### config.mk
export PLATFORM = sky130hd
export DESIGN_NAME = fetch_unit
export DESIGN_NICKNAME = d
export VERILOG_FILES = /design/src/rtl/fetch_unit.sv
export SDC_FILE = /design/constraint.sdc
export NUM_CORES = 1
export LEC_CHECK = 0
export ABC_AREA = 1
export CORE_ASPECT_RATIO = 2
export CORE_UTILIZATION = 51
export CTS_CLUSTER_SIZE = 25
export DETAILED_ROUTE_END_ITERATION = 6
export PLACE_DENSITY_LB_ADDON = 0.08
export REMOVE_ABC_BUFFERS = 1
export SLEW_MARGIN = 40
export SYNTH_ARGS = -nofsm -noshare
export SYNTH_HDL_FRONTEND = slang
export SYNTH_SLANG_ARGS = --single-unit
### constraint.sdc
create_clock -name clk -period 9 [get_ports clk]
set_input_delay 2.7 -clock clk [delete_from_list [all_inputs] [get_ports clk]]
set_output_delay 2.7 -clock clk [all_outputs]
set_load 0.05 [all_outputs]
### src/rtl/fetch_unit.sv
// Instruction-fetch stage: owns the fetch PC and keeps at most one imem request in flight.
// Returned words are queued with their PCs in a small prefetch FIFO that feeds IF/ID.
module fetch_unit #(
    parameter logic [31:0] RESET_PC   = 32'h0000_0000,
    parameter int unsigned FIFO_DEPTH = 2
) (
    input  logic        clk,
    input  logic        rst,
    output logic        imem_req,
    output logic [31:0] imem_addr,
    input  logic        imem_ack,
    input  logic [31:0] imem_rdata,
    input  logic        redirect,
    input  logic [31:0] redirect_pc,
    input  logic        ready_in,
    output logic [31:0] pc_out,
    output logic [31:0] instruction_out,
    output logic        valid_out
);

    localparam int unsigned PTR_W = $clog2(FIFO_DEPTH);
    localparam int unsigned CNT_W = $clog2(FIFO_DEPTH + 1);

    typedef struct packed {
        logic [31:0] pc;
        logic [31:0] instr;
    } entry_t;

    entry_t             fifo_q [FIFO_DEPTH];
    logic [PTR_W-1:0]   rd_ptr_q, rd_ptr_d;
    logic [PTR_W-1:0]   wr_ptr_q, wr_ptr_d;
    logic [CNT_W-1:0]   count_q, count_d;
    logic [31:0]        fetch_pc_q, fetch_pc_d;
    logic [31:0]        out_pc_q, out_pc_d;
    logic               outstanding_q, outstanding_d;
    logic               drop_q, drop_d;

    logic               fifo_valid;
    logic               issue;
    logic               ack_valid;
    logic               push;
    logic               pop;
    entry_t             head;

    // An issue only happens with nothing in flight and a free slot, so a push never meets a full FIFO.
    assign fifo_valid = (count_q != '0);
    assign issue      = !outstanding_q && (count_q < CNT_W'(FIFO_DEPTH)) && !redirect;
    assign ack_valid  = imem_ack && outstanding_q;
    assign push       = ack_valid && !drop_q && !redirect;
    assign pop        = fifo_valid && ready_in && !redirect;
    assign head       = fifo_q[rd_ptr_q];

    assign imem_req        = issue && !rst;
    assign imem_addr       = fetch_pc_q;
    assign valid_out       = fifo_valid;
    assign pc_out          = fifo_valid ? head.pc    : '0;
    assign instruction_out = fifo_valid ? head.instr : '0;

    // Next-state: redirect overrides issue, push and pop.
    always_comb begin
        fetch_pc_d    = fetch_pc_q;
        out_pc_d      = out_pc_q;
        outstanding_d = outstanding_q;
        drop_d        = drop_q;
        rd_ptr_d      = rd_ptr_q;
        wr_ptr_d      = wr_ptr_q;
        count_d       = count_q;

        if (redirect) begin
            fetch_pc_d    = {redirect_pc[31:2], 2'b00};
            rd_ptr_d      = '0;
            wr_ptr_d      = '0;
            count_d       = '0;
            // A request still in flight must have its response discarded when it lands.
            outstanding_d = outstanding_q && !imem_ack;
            drop_d        = outstanding_q && !imem_ack;
        end else begin
            if (issue) begin
                outstanding_d = 1'b1;
                out_pc_d      = fetch_pc_q;
                fetch_pc_d    = fetch_pc_q + 32'd4;
            end
            if (ack_valid) begin
                outstanding_d = 1'b0;
                drop_d        = 1'b0;
            end
            if (push) begin
                wr_ptr_d = wr_ptr_q + PTR_W'(1);
            end
            if (pop) begin
                rd_ptr_d = rd_ptr_q + PTR_W'(1);
            end
            count_d = count_q + CNT_W'(push) - CNT_W'(pop);
        end
    end

    always_ff @(posedge clk or posedge rst) begin
        if (rst) begin
            fetch_pc_q    <= RESET_PC;
            out_pc_q      <= '0;
            outstanding_q <= 1'b0;
            drop_q        <= 1'b0;
            rd_ptr_q      <= '0;
            wr_ptr_q      <= '0;
            count_q       <= '0;
        end else begin
            fetch_pc_q    <= fetch_pc_d;
            out_pc_q      <= out_pc_d;
            outstanding_q <= outstanding_d;
            drop_q        <= drop_d;
            rd_ptr_q      <= rd_ptr_d;
            wr_ptr_q      <= wr_ptr_d;
            count_q       <= count_d;
        end
    end

    // Payload storage needs no reset: the masked outputs never expose an empty slot.
    always_ff @(posedge clk) begin
        if (push) begin
            fifo_q[wr_ptr_q] <= {out_pc_q, imem_rdata};
        end
    end

endmodule

== Yosys cells after proc, flatten, opt, wreduce, memory -nomap -nowiden ==
Memory sizes are Yosys's and may differ from the RTL's.
Cells that the tools add are included.
Cells by class
  $add $sub $neg: 5
  magnitude comparators: 1
  muxes and demuxes: 16
  bitwise operators: 1
  reductions and logical operators: 21
Operators with widths (number)
  32-bit two-way mux: 4
  32-bit by 3-bit adder with 32-bit output (second input constant): 1
  1-bit two-way mux: 11
  2-bit nonzero test: 5
  1-bit logical AND: 9
  1-bit logical NOT: 5
  3-bit nonzero test: 1
  1-bit adder (second input constant): 2
  2-bit by 1-bit adder with 2-bit output: 1
  2-bit < comparator (second input constant): 1
  2-bit two-way mux: 1
  2-bit AND reduction: 1
  2-bit by 1-bit subtractor with 2-bit output: 1
  1-bit inverter: 1
Word-level totals
  register bits after elaboration: 70
  bits in writable memories: 128
  input bits: 69
  output and inout port bits: 98
  logic and storage cells: 52
  memories kept: 1
Memory list
  fifo_q: words 2, width 64, read ports 1, clocked after Yosys merged registers in 0, wr ports 1, line 29  | entry_t fifo_q [FIFO_DEPTH];

== Depth between registers and ports, before layout ==
Gate-level depths: netlist (run 1).
  word-level depth: 6
  depth in mapped cells: 9
  mapped depth without buffers: 9

== Worst setup path after synthesis (run 1) ==
Ideal clock, no wire load.
  path kind: input -> register
  start: input port redirect
  end: memory fifo_q[1][0] (netlist name) (enable)
  setup time: 635 ps
  arrival: 8902 ps
  required time: 8365 ps
  path slack: -537 ps
  cell stages on the path: 4
  path buffers: 1
  cells stage by stage: buf_2 inv_2 nand2_1 nor4_1
On the way
  cells in the longest elaborated chain, start to end: 4
RTL lines
  from (decl): line 13  | input logic redirect,
  1-bit logical NOT: line 49  | assign push = ack_valid && !drop_q && !redirect;
  1-bit logical AND: line 49
  1-bit two-way mux: line 119  | if (push) begin
  1-bit two-way mux (implied by the code): line 120  | fifo_q[wr_ptr_q] <= {out_pc_q, imem_rdata};
  to (decl): line 29
Every way passes these cells.

== Final worst setup path (run 1) ==
  start: input port redirect
  end: output port imem_req
On the way
  cells in the longest elaborated chain, start to end: 3
RTL lines
  1-bit logical NOT: line 47  | assign issue = !outstanding_q && (count_q < CNT_W'(FIFO_DEPTH)) && !redirect;
  1-bit logical AND: line 47
  1-bit logical AND: line 53  | assign imem_req = issue && !rst;
  to (decl): line 9  | output logic imem_req,
Every way passes these cells.

==> results of run 1 <==
-- final cells by class --
cell class	count	area share [%]
Clock inverter	14	1.378
Inverter	59	2.151
Timing Repair Buffer	167	15.79
Multi-Input combinational cell	532	23.15
Tap cell	201	2.389
Sequential cell	190	51.06
Clock buffer	18	4.076
-- metal layers --
layer	vias up	track usage, %
li1	3013	-
met1	2961	26.90
met2	221	44.12
met3	33	3.409
met4	0	9.651
met5	-	0
-- power groups by stage --
stage / logic [mW] / clock network [mW] / registers [mW]
global route: 0.718 / 0.770 / 1.16
finish: 0.669 / 0.725 / 1.15
detailed placement: 0.672 / 0 / 1.17
global placement: 0.659 / 0 / 1.16
CTS: 0.674 / 0.736 / 1.15
floorplan: 0.350 / 0 / 1.23
-- path summary, 6_finish.rpt --
kind	slack [ns]	endpoint	startpoint	depth (start not counted)
max	2.36	imem_req	redirect	5
min	0.48	fifo_q[0][34]$_DFFE_PP_	out_pc_q[2]$_DFFE_PP0P_	0
max reg2reg	6.62	count_q[1]$_DFF_PP0_	count_q[1]$_DFF_PP0_	10
min reg2reg	0.48	fifo_q[0][34]$_DFFE_PP_	out_pc_q[2]$_DFFE_PP0P_	0
max in group asynchronous	5.77	rd_ptr_q$_DFFE_PP0P_	rst	3
min in group asynchronous	2.75	out_pc_q[5]$_DFFE_PP0P_	rst	3
-- flip-flops by register name, summed over array words and instances, names as in the netlist --
name	count
imem_addr	30
wr_ptr_q	1
fifo_q	124
drop_q	1
out_pc_q	30
count_q	2
outstanding_q	1
rd_ptr_q	1
-- critical path: stages --
cell	delay, ns
clkdlybuf4s50_1	0.52
nor2_4	0.06
inv_4	0.34
nor2_1	0.08
buf_4	0.20
-- cells in the final DEF, fill, tap and decap left out, drive strengths merged --
master and instances:
nor2 104, o221a 1, a31oi 1, o2111ai 1
nor4 1, clkdlybuf4s50 159, nand2 248, xnor2 1
a21oi 65, edfxtp 124, conb 4, o21ai 27
nor3 3, dfrtp 66, buf 8, clkinv 7
a22oi 1, a22o 1, ha 3, o211ai 6
nand3 49, inv 60, bufinv 2, xor2 2
clkinvlp 4, o22ai 1, o21a 1, clkbuf 18
nand4 12
-- cells by family (layout without fill, tap and decap cells) --
family | after synthesis | after routing | synth area share [%]
and+or+nand+nor | 417 | 417 | 21.71
AOI/OAI and AO/OA | 105 | 105 | 6.859
adders and majority gates | 3 | 3 | 0.4583
buffers and inverters | 96 | 258 | 4.980
DFF | 190 | 190 | 65.63
xor gates and xnor gates | 3 | 3 | 0.3209
other | 1 | 4 | 0.04579
-- per-stage QoR --
| step | util (%) | setup slack, ns | cells |
|---|---|---|---|
| after floorplan | - | -0.4523 | 781 |
| after global placement | 63.33 | 2.373 | 1149 |
| after detailed placement | 63.37 | 2.378 | 1149 |
| after CTS | 67.03 | 2.369 | 1181 |
| after global routing | 67.08 | 2.284 | 1181 |
| final | 67.08 | 2.358 | 1181 |
-- cell usage after synthesis (4+ instances only) --
library cell,number
nand2_2,4
nand4_1,12
nor2_4,8
inv_2,4
edfxtp_1,124
o211ai_1,6
dfrtp_1,66
inv_1,54
o21ai_0,25
nor2_2,8
clkbuf_1,20
nand3_1,47
nor2_1,88
buf_4,7
nand2_1,243
buf_2,9
a21oi_1,65
==> qor.txt, run 1 <==
status: complete, no violations
Seq pwr share: 45.2%
VDD IR max: 0.0001466 V
drt initial violations: 325
worst hold slack: 0.4775 ns
post-synthesis sequential area ratio: 65.63%
sw frac: 34.00%
WL met1: 7295 um
first-pass GRT wire length: 30,260 um
area delta synth->final: 28.55%
Num Clock Sinks: 190
crit path kind: in -> out
Top Layer Used: met4
CTS root buf: clkbuf_16
Die Ht: 181.2 um
Max-slew headroom: 53.64%
Layout Skew: 0.007224 ns
num rows: 65
Pwr Total: 2.544 mW
HP Class: reg -> reg
P_int: 1.679 mW
clock-pin slew on the worst setup and hold paths: 0.06 ns
Antenna Violating Nets Remaining: 0
Hold Buf Count CTS: 0
Syn Area/Cell: 10.05 um^2
Async SR Flop Fraction: 34.74%
layout cells sized above 1: 7.347%
synthesis warning total: 0
WP data required: 6.30 ns
gate count of the mapped netlist: 815
Most used DFF post-synth: edfxtp_1
vias in the first global route: 6,139
Max Slew Vio Count: 0
sw power: 865.0 uW
f_max: 0.1505 GHz
clock buffer depth: 2
period utilization: 73.80%
gpl congestion: 0.8630
number of buffers added on ports: 160
Post-Syn Area: 8190 um^2
DRC errors left: 0
max-cap viol count: 0
register area: 5376 um^2
Antenna Cells: 0
Synth top area share: 45.46%
final hold violations: 0
detailed-placement wirelength estimate: 12,510 um
Final #Nets: 1,039
initial core utilization: 52.18%
Die X: 91.61 um
synthesis-stage register bit count: 190
Via Count: 6,228
CTS tree: yes
CTS Buf Count: 17
Pre-Repair DR Iteration Count: 5
Crit path arrival time: 3.94 ns
routed length per instance: 16.02 um
Post-CTS Resized: 0
initial antenna violation count: 0
nature of the critical path endpoint: primary output
P per Cell Area: 241.7 nW/um^2
setup TNS: 0 ns
All-Layer GR Usage: 23.79%
post-CTS setup buffers: 0
Non-Filler Cell Area, Final: 10,530 um^2
top post-synthesis cells by area: edfxtp_1 (45%), dfrtp_1 (20%), nand2_1 (11%)
WL met3: 888 um
Netlist cell types: 36
final WL: 18,910 um
Die Area: 16,600 um^2
combinational share of power: 26.3%
area of the multi-input gates: 2437 um^2
fin crit period: 6.642 ns
# setup viols final: 0
core region area: 15,700 um^2
Worst setup SP type: input pin
worst-path fanout max: 46
clock share of power: 28.5%
FILL cells: 1,236
htree depth: 4
Via density: 5.273
GRT overflow: 0
Post-synth EDFFs: 124
cell type with the largest total area after synthesis: edfxtp_1
WL met2: 10,230 um
I/O pins: 167
largest net degree at the start of global routing: 67
RSZ-0062 raised after global routing: no
leakage power: 4.074 nW
worst-margin pin slew: 0.6954 ns
Post-DP Area: 9947 um^2
Clk Latency, worst-skew pair: 0.43 ns
No activity file was read; power rests on OpenSTA's default activity.
==> run 2, diff against run 1 <==
- CORE_UTILIZATION: 51 -> 47
- clock period: 9 -> 5.89 ns (I/O delays scaled with it)
==> run 2 against run 1 <==
Net effect: clock skew grew 0.00059 ns; non-clock buffer count grew 5; die area grew 8.4%; power grew 50%; final cell count grew 1.2%; via count shrank 0.75%; worst setup slack lost 1.1 ns; sequential cell count is the same.
==> qor.txt, run 2 (synthesis results as in run 1) <==
initial core utilization: 47.66%
num rows: 68
crit-path max cell delay: 0.53 ns
DRC errors left: 0
core region area: 17,190 um^2
final worst-path setup slack: 1.231 ns
CTS root buf: clkbuf_16
Worst setup SP type: input pin
final WL: 19,330 um
worst-path fanout max: 2
f_max: 0.2146 GHz
initial antenna violation count: 0
Num Clock Sinks: 190
status: complete, no violations
Die Area: 17,990 um^2
Die Ht: 188.7 um
vias in the first global route: 6,196
Worst R2R Path Depth: 9
Non-Filler Cell Area, Final: 10,540 um^2
WHS Path Cells: 0
worst-margin pin slew: 0.7343 ns
Antenna Cells: 0
first-pass GRT wire length: 30,770 um
P per Cell Area: 363.0 nW/um^2
period utilization: 79.10%
post-CTS setup buffers: 0
DP Worst Slack: 1.170 ns
Crit path arrival time: 2.89 ns
Pwr Total: 3.826 mW
RSZ-0062 raised after global routing: no
Post-CTS Resized: 0
Placed Cells: 1,163
max-cap viol count: 0
final hold violations: 0
fin crit period: 4.659 ns
htree depth: 4
cells along the critical path: clkdlybuf4s50_1 -> nor2_4 -> inv_4 -> nor2_1 -> buf_12
Max-slew headroom: 51.04%
GRT overflow: 0
setup TNS: 0 ns
largest net degree at the start of global routing: 67
Final #Nets: 1,044
CTS tree: yes
I/O pins: 167
Post-DP Area: 10,010 um^2
leakage power: 4.076 nW
Pre-Repair DR Iteration Count: 5
FILL cells: 1,495
detailed-placement wirelength estimate: 12,750 um
drt initial violations: 208
All-Layer GR Usage: 22.88%
area delta synth->final: 28.67%
Clk Latency, worst-skew pair: 0.43 ns
HP Class: reg -> reg
commonest cells after routing, fill and taps aside: nand2_1 (243), clkdlybuf4s50_1 (159), edfxtp_1 (124)
post-route core utilization: 61.32%
Die X: 95.35 um
Hold Buf Count CTS: 0
commonest non-fill, non-tap cell in the layout: nand2_1
nature of the critical path endpoint: primary output
Via Count: 6,181
number of flip-flops in the largest register: 124
critical path buffer and inverter count: 3
VDD IR max: 0.0002364 V
worst hold slack: 0.4673 ns
Antenna Violating Nets Remaining: 0
fin cells: 1,195
routed length per instance: 16.17 um
CP max-delay cell: clkdlybuf4s50_1
CTS Buf Count: 17
Max Slew Vio Count: 0
Layout Skew: 0.007815 ns
clock-pin slew on the worst setup and hold paths: 0.06 ns
number of buffers added on ports: 160
CP top delay family: buffers and inverters
gpl congestion: 0.9030
Levels on crit path: 5
WP data required: 4.12 ns
Biggest register: fifo_q
crit path kind: in -> out
Via density: 5.172
layout cells sized above 1: 7.310%
clock buffer depth: 2
# setup viols final: 0
## run 2: cell types whose count changed in the layout (fill, tap and decap cells not counted), sizes merged
cell,before,now
bufinv,2,1
inv,60,59
buf,8,13
clkbuf,18,19
clkinv,7,8
## run 2: final cells by class
type / count / area [um^2] / share of cell area [%]
multi-input cells: 532 / 2437 / 23.13
repair buffers: 172 / 1705 / 16.18
inverters: 59 / 224.0 / 2.125
clock buffers: 19 / 432.9 / 4.108
well taps: 210 / 262.8 / 2.493
clock inverters: 13 / 100.1 / 0.9498
flip-flops and latches: 190 / 5376 / 51.01
## run 2: per-layer routing
metal | share of wire (%) | up-vias | global-route usage, %
met3 | 4.2 | 29 | 4.358
li1 | - | 3028 | -
met2 | 55 | 174 | 40.91
met1 | 38 | 2950 | 25.43
met4 | 2.8 | 0 | 10.43
met5 | 0 | - | 0
## run 2: power by group
group / total (mW) / leakage [nW] / switching, mW / internal, mW
Clock: 1.05 / 0.249 / 0.471 / 0.574
Sequential: 1.75 / 1.91 / 0.127 / 1.63
Combinational: 1.03 / 1.92 / 0.707 / 0.321
## run 2: final timing paths
check / from / endpoint / slack (ns)
setup / recovery: redirect / imem_req / 1.23
hold / removal: out_pc_q[16]$_DFFE_PP0P_ / fifo_q[0][48]$_DFFE_PP_ / 0.47
setup reg to reg: count_q[1]$_DFF_PP0_ / count_q[1]$_DFF_PP0_ / 3.85
hold reg to reg: out_pc_q[16]$_DFFE_PP0P_ / fifo_q[0][48]$_DFFE_PP_ / 0.47
max in group asynchronous: rst / rd_ptr_q$_DFFE_PP0P_ / 3.54
min in group asynchronous: rst / imem_addr[6]$_DFFE_PP0P_ / 1.84
## run 2: worst reg2reg max path: cells and delay by family, from the launching register on
family                   cells  cell delay, ns
AND/OR/NAND/NOR              4            0.70
buffers and inverters        2            0.15
XOR/XNOR                     1            0.15
adder cells (fa/ha/maj)      2            0.47
flip-flops                   1            0.44
==> run 3, diff against run 2 <==
- clock period: 5.89 -> 3.8 ns (I/O delays scaled with it)
==> run 3 against run 2 <==
Net effect: utilization up 4.1 points; via count decreased by 0.29%; final cell count increased by 0.17%; highest routed layer unchanged; register-to-register slack lost 1.9 ns; cell area up 6.6%; global-route usage rose by 0.28 points; sequential power rose by 55%.
==> qor.txt, run 3 (synthesis results as in run 1) <==
final hold violations: 0
I/O pins: 167
DRC errors left: 0
setup TNS: 0 ns
Reg-to-Reg Start: imem_addr[3]$_DFFE_PP0P_
Biggest register: fifo_q
Worst R2R Path Depth: 8
Non-Filler Cell Area, Final: 11,240 um^2
Antenna Violating Nets Remaining: 0
clock-pin slew on the worst setup and hold paths: 0.06 ns
crit path kind: in -> out
Pre-Repair DR Iteration Count: 5
P per Cell Area: 553.6 nW/um^2
Max-slew headroom: 53.01%
initial core utilization: 47.66%
number of buffers added on ports: 160
final WL: 19,370 um
CTS Buf Count: 17
worst-margin pin slew: 0.7049 ns
gpl congestion: 0.9394
clock buffer depth: 2
status: complete, no violations
FILL cells: 1,379
GRT overflow: 0
HP Class: reg -> reg
f_max: 0.2927 GHz
Setup crit start: redirect
htree depth: 4
Pwr Total: 6.222 mW
Via density: 5.149
Die X: 95.35 um
initial antenna violation count: 0
CTS root buf: clkbuf_16
Post-DP Area: 10,690 um^2
All-Layer GR Usage: 23.17%
WP data required: 2.66 ns
WHS Path Cells: 0
area delta synth->final: 37.23%
nature of the critical path endpoint: primary output
Antenna Cells: 0
Layout Skew: 0.01201 ns
drt initial violations: 269
core region area: 17,190 um^2
# setup viols final: 0
Crit path arrival time: 2.28 ns
Die Ht: 188.7 um
worst-path fanout max: 2
first-pass GRT wire length: 31,200 um
Clk Latency, worst-skew pair: 0.42 ns
routed length per instance: 16.18 um
Num Clock Sinks: 190
vias in the first global route: 6,140
commonest non-fill, non-tap cell in the layout: nand2_1
num rows: 68
layout cells sized above 1: 13.98%
Via Count: 6,163
post-CTS setup buffers: 0
Die Area: 17,990 um^2
fin crit period: 3.417 ns
Post-CTS Resized: 0
RSZ-0062 raised after global routing: no
commonest cells after routing, fill and taps aside: nand2_1 (243), edfxtp_1 (124), clkdlybuf4s50_1 (97)
detailed-placement wirelength estimate: 12,880 um
Max Slew Vio Count: 0
max-cap viol count: 0
VDD IR max: 0.0003399 V
HP Start: out_pc_q[5]$_DFFE_PP0P_
CTS tree: yes
Hold Buf Count CTS: 0
Final #Nets: 1,046
number of flip-flops in the largest register: 124
largest net degree at the start of global routing: 63
period utilization: 89.92%
Worst setup SP type: input pin
leakage power: 4.424 nW
## run 3: final timing paths
check	to	slack (ns)
min in group asynchronous	out_pc_q[11]$_DFFE_PP0P_	0.96
setup reg to reg	imem_addr[24]$_DFFE_PP0P_	2.00
hold / removal	fifo_q[1][37]$_DFFE_PP_	0.47
max in group asynchronous	rd_ptr_q$_DFFE_PP0P_	2.20
setup / recovery	imem_req	0.38
hold reg to reg	fifo_q[1][37]$_DFFE_PP_	0.47
## run 3: power by group
part | switching, mW | internal [mW] | total, mW
combinational | 1.15 | 0.688 | 1.84
clock | 0.728 | 0.937 | 1.67
sequential | 0.201 | 2.52 | 2.72
## run 3: stage by stage
stage | worst slack [ns] | util (%) | cells | hold WS (ns)
2_1_floorplan | -4.092 | - | 781 | 0.4424
3_3_place_gp | 0.3148 | 62.19 | 1165 | 0.4492
3_5_place_dp | 0.3159 | 62.19 | 1165 | 0.4542
4_1_cts | 0.3159 | 65.40 | 1197 | 0.4697
5_1_grt | 0.3205 | 65.40 | 1197 | 0.4850
6_report | 0.3830 | 65.40 | 1197 | 0.4685
## run 3: metal layers
metal	global-route usage [%]	up-vias	wire length (um)
li1	-	3023	-
met1	25.26	2938	7161
met2	42.31	177	10940
met3	4.641	25	821
met4	9.382	0	449
met5	0	-	0
## run 3: area by class of cell
type                    count  area, um^2  share of cell area (%)
clock buffers              22       464.2                   4.130
clock inverters            10       87.58                  0.7793
inverters                  59       224.0                   1.993
multi-input cells         532        2437                   21.69
flip-flops and latches    190        5376                   47.83
well taps                 210       262.8                   2.338
repair buffers            174        2387                   21.24
## run 3: critical path, stage by stage
cell	delay (ns)
clkdlybuf4s50_1	0.55
nor2_4	0.21
inv_4	0.05
nor2_1	0.16
buf_12	0.16
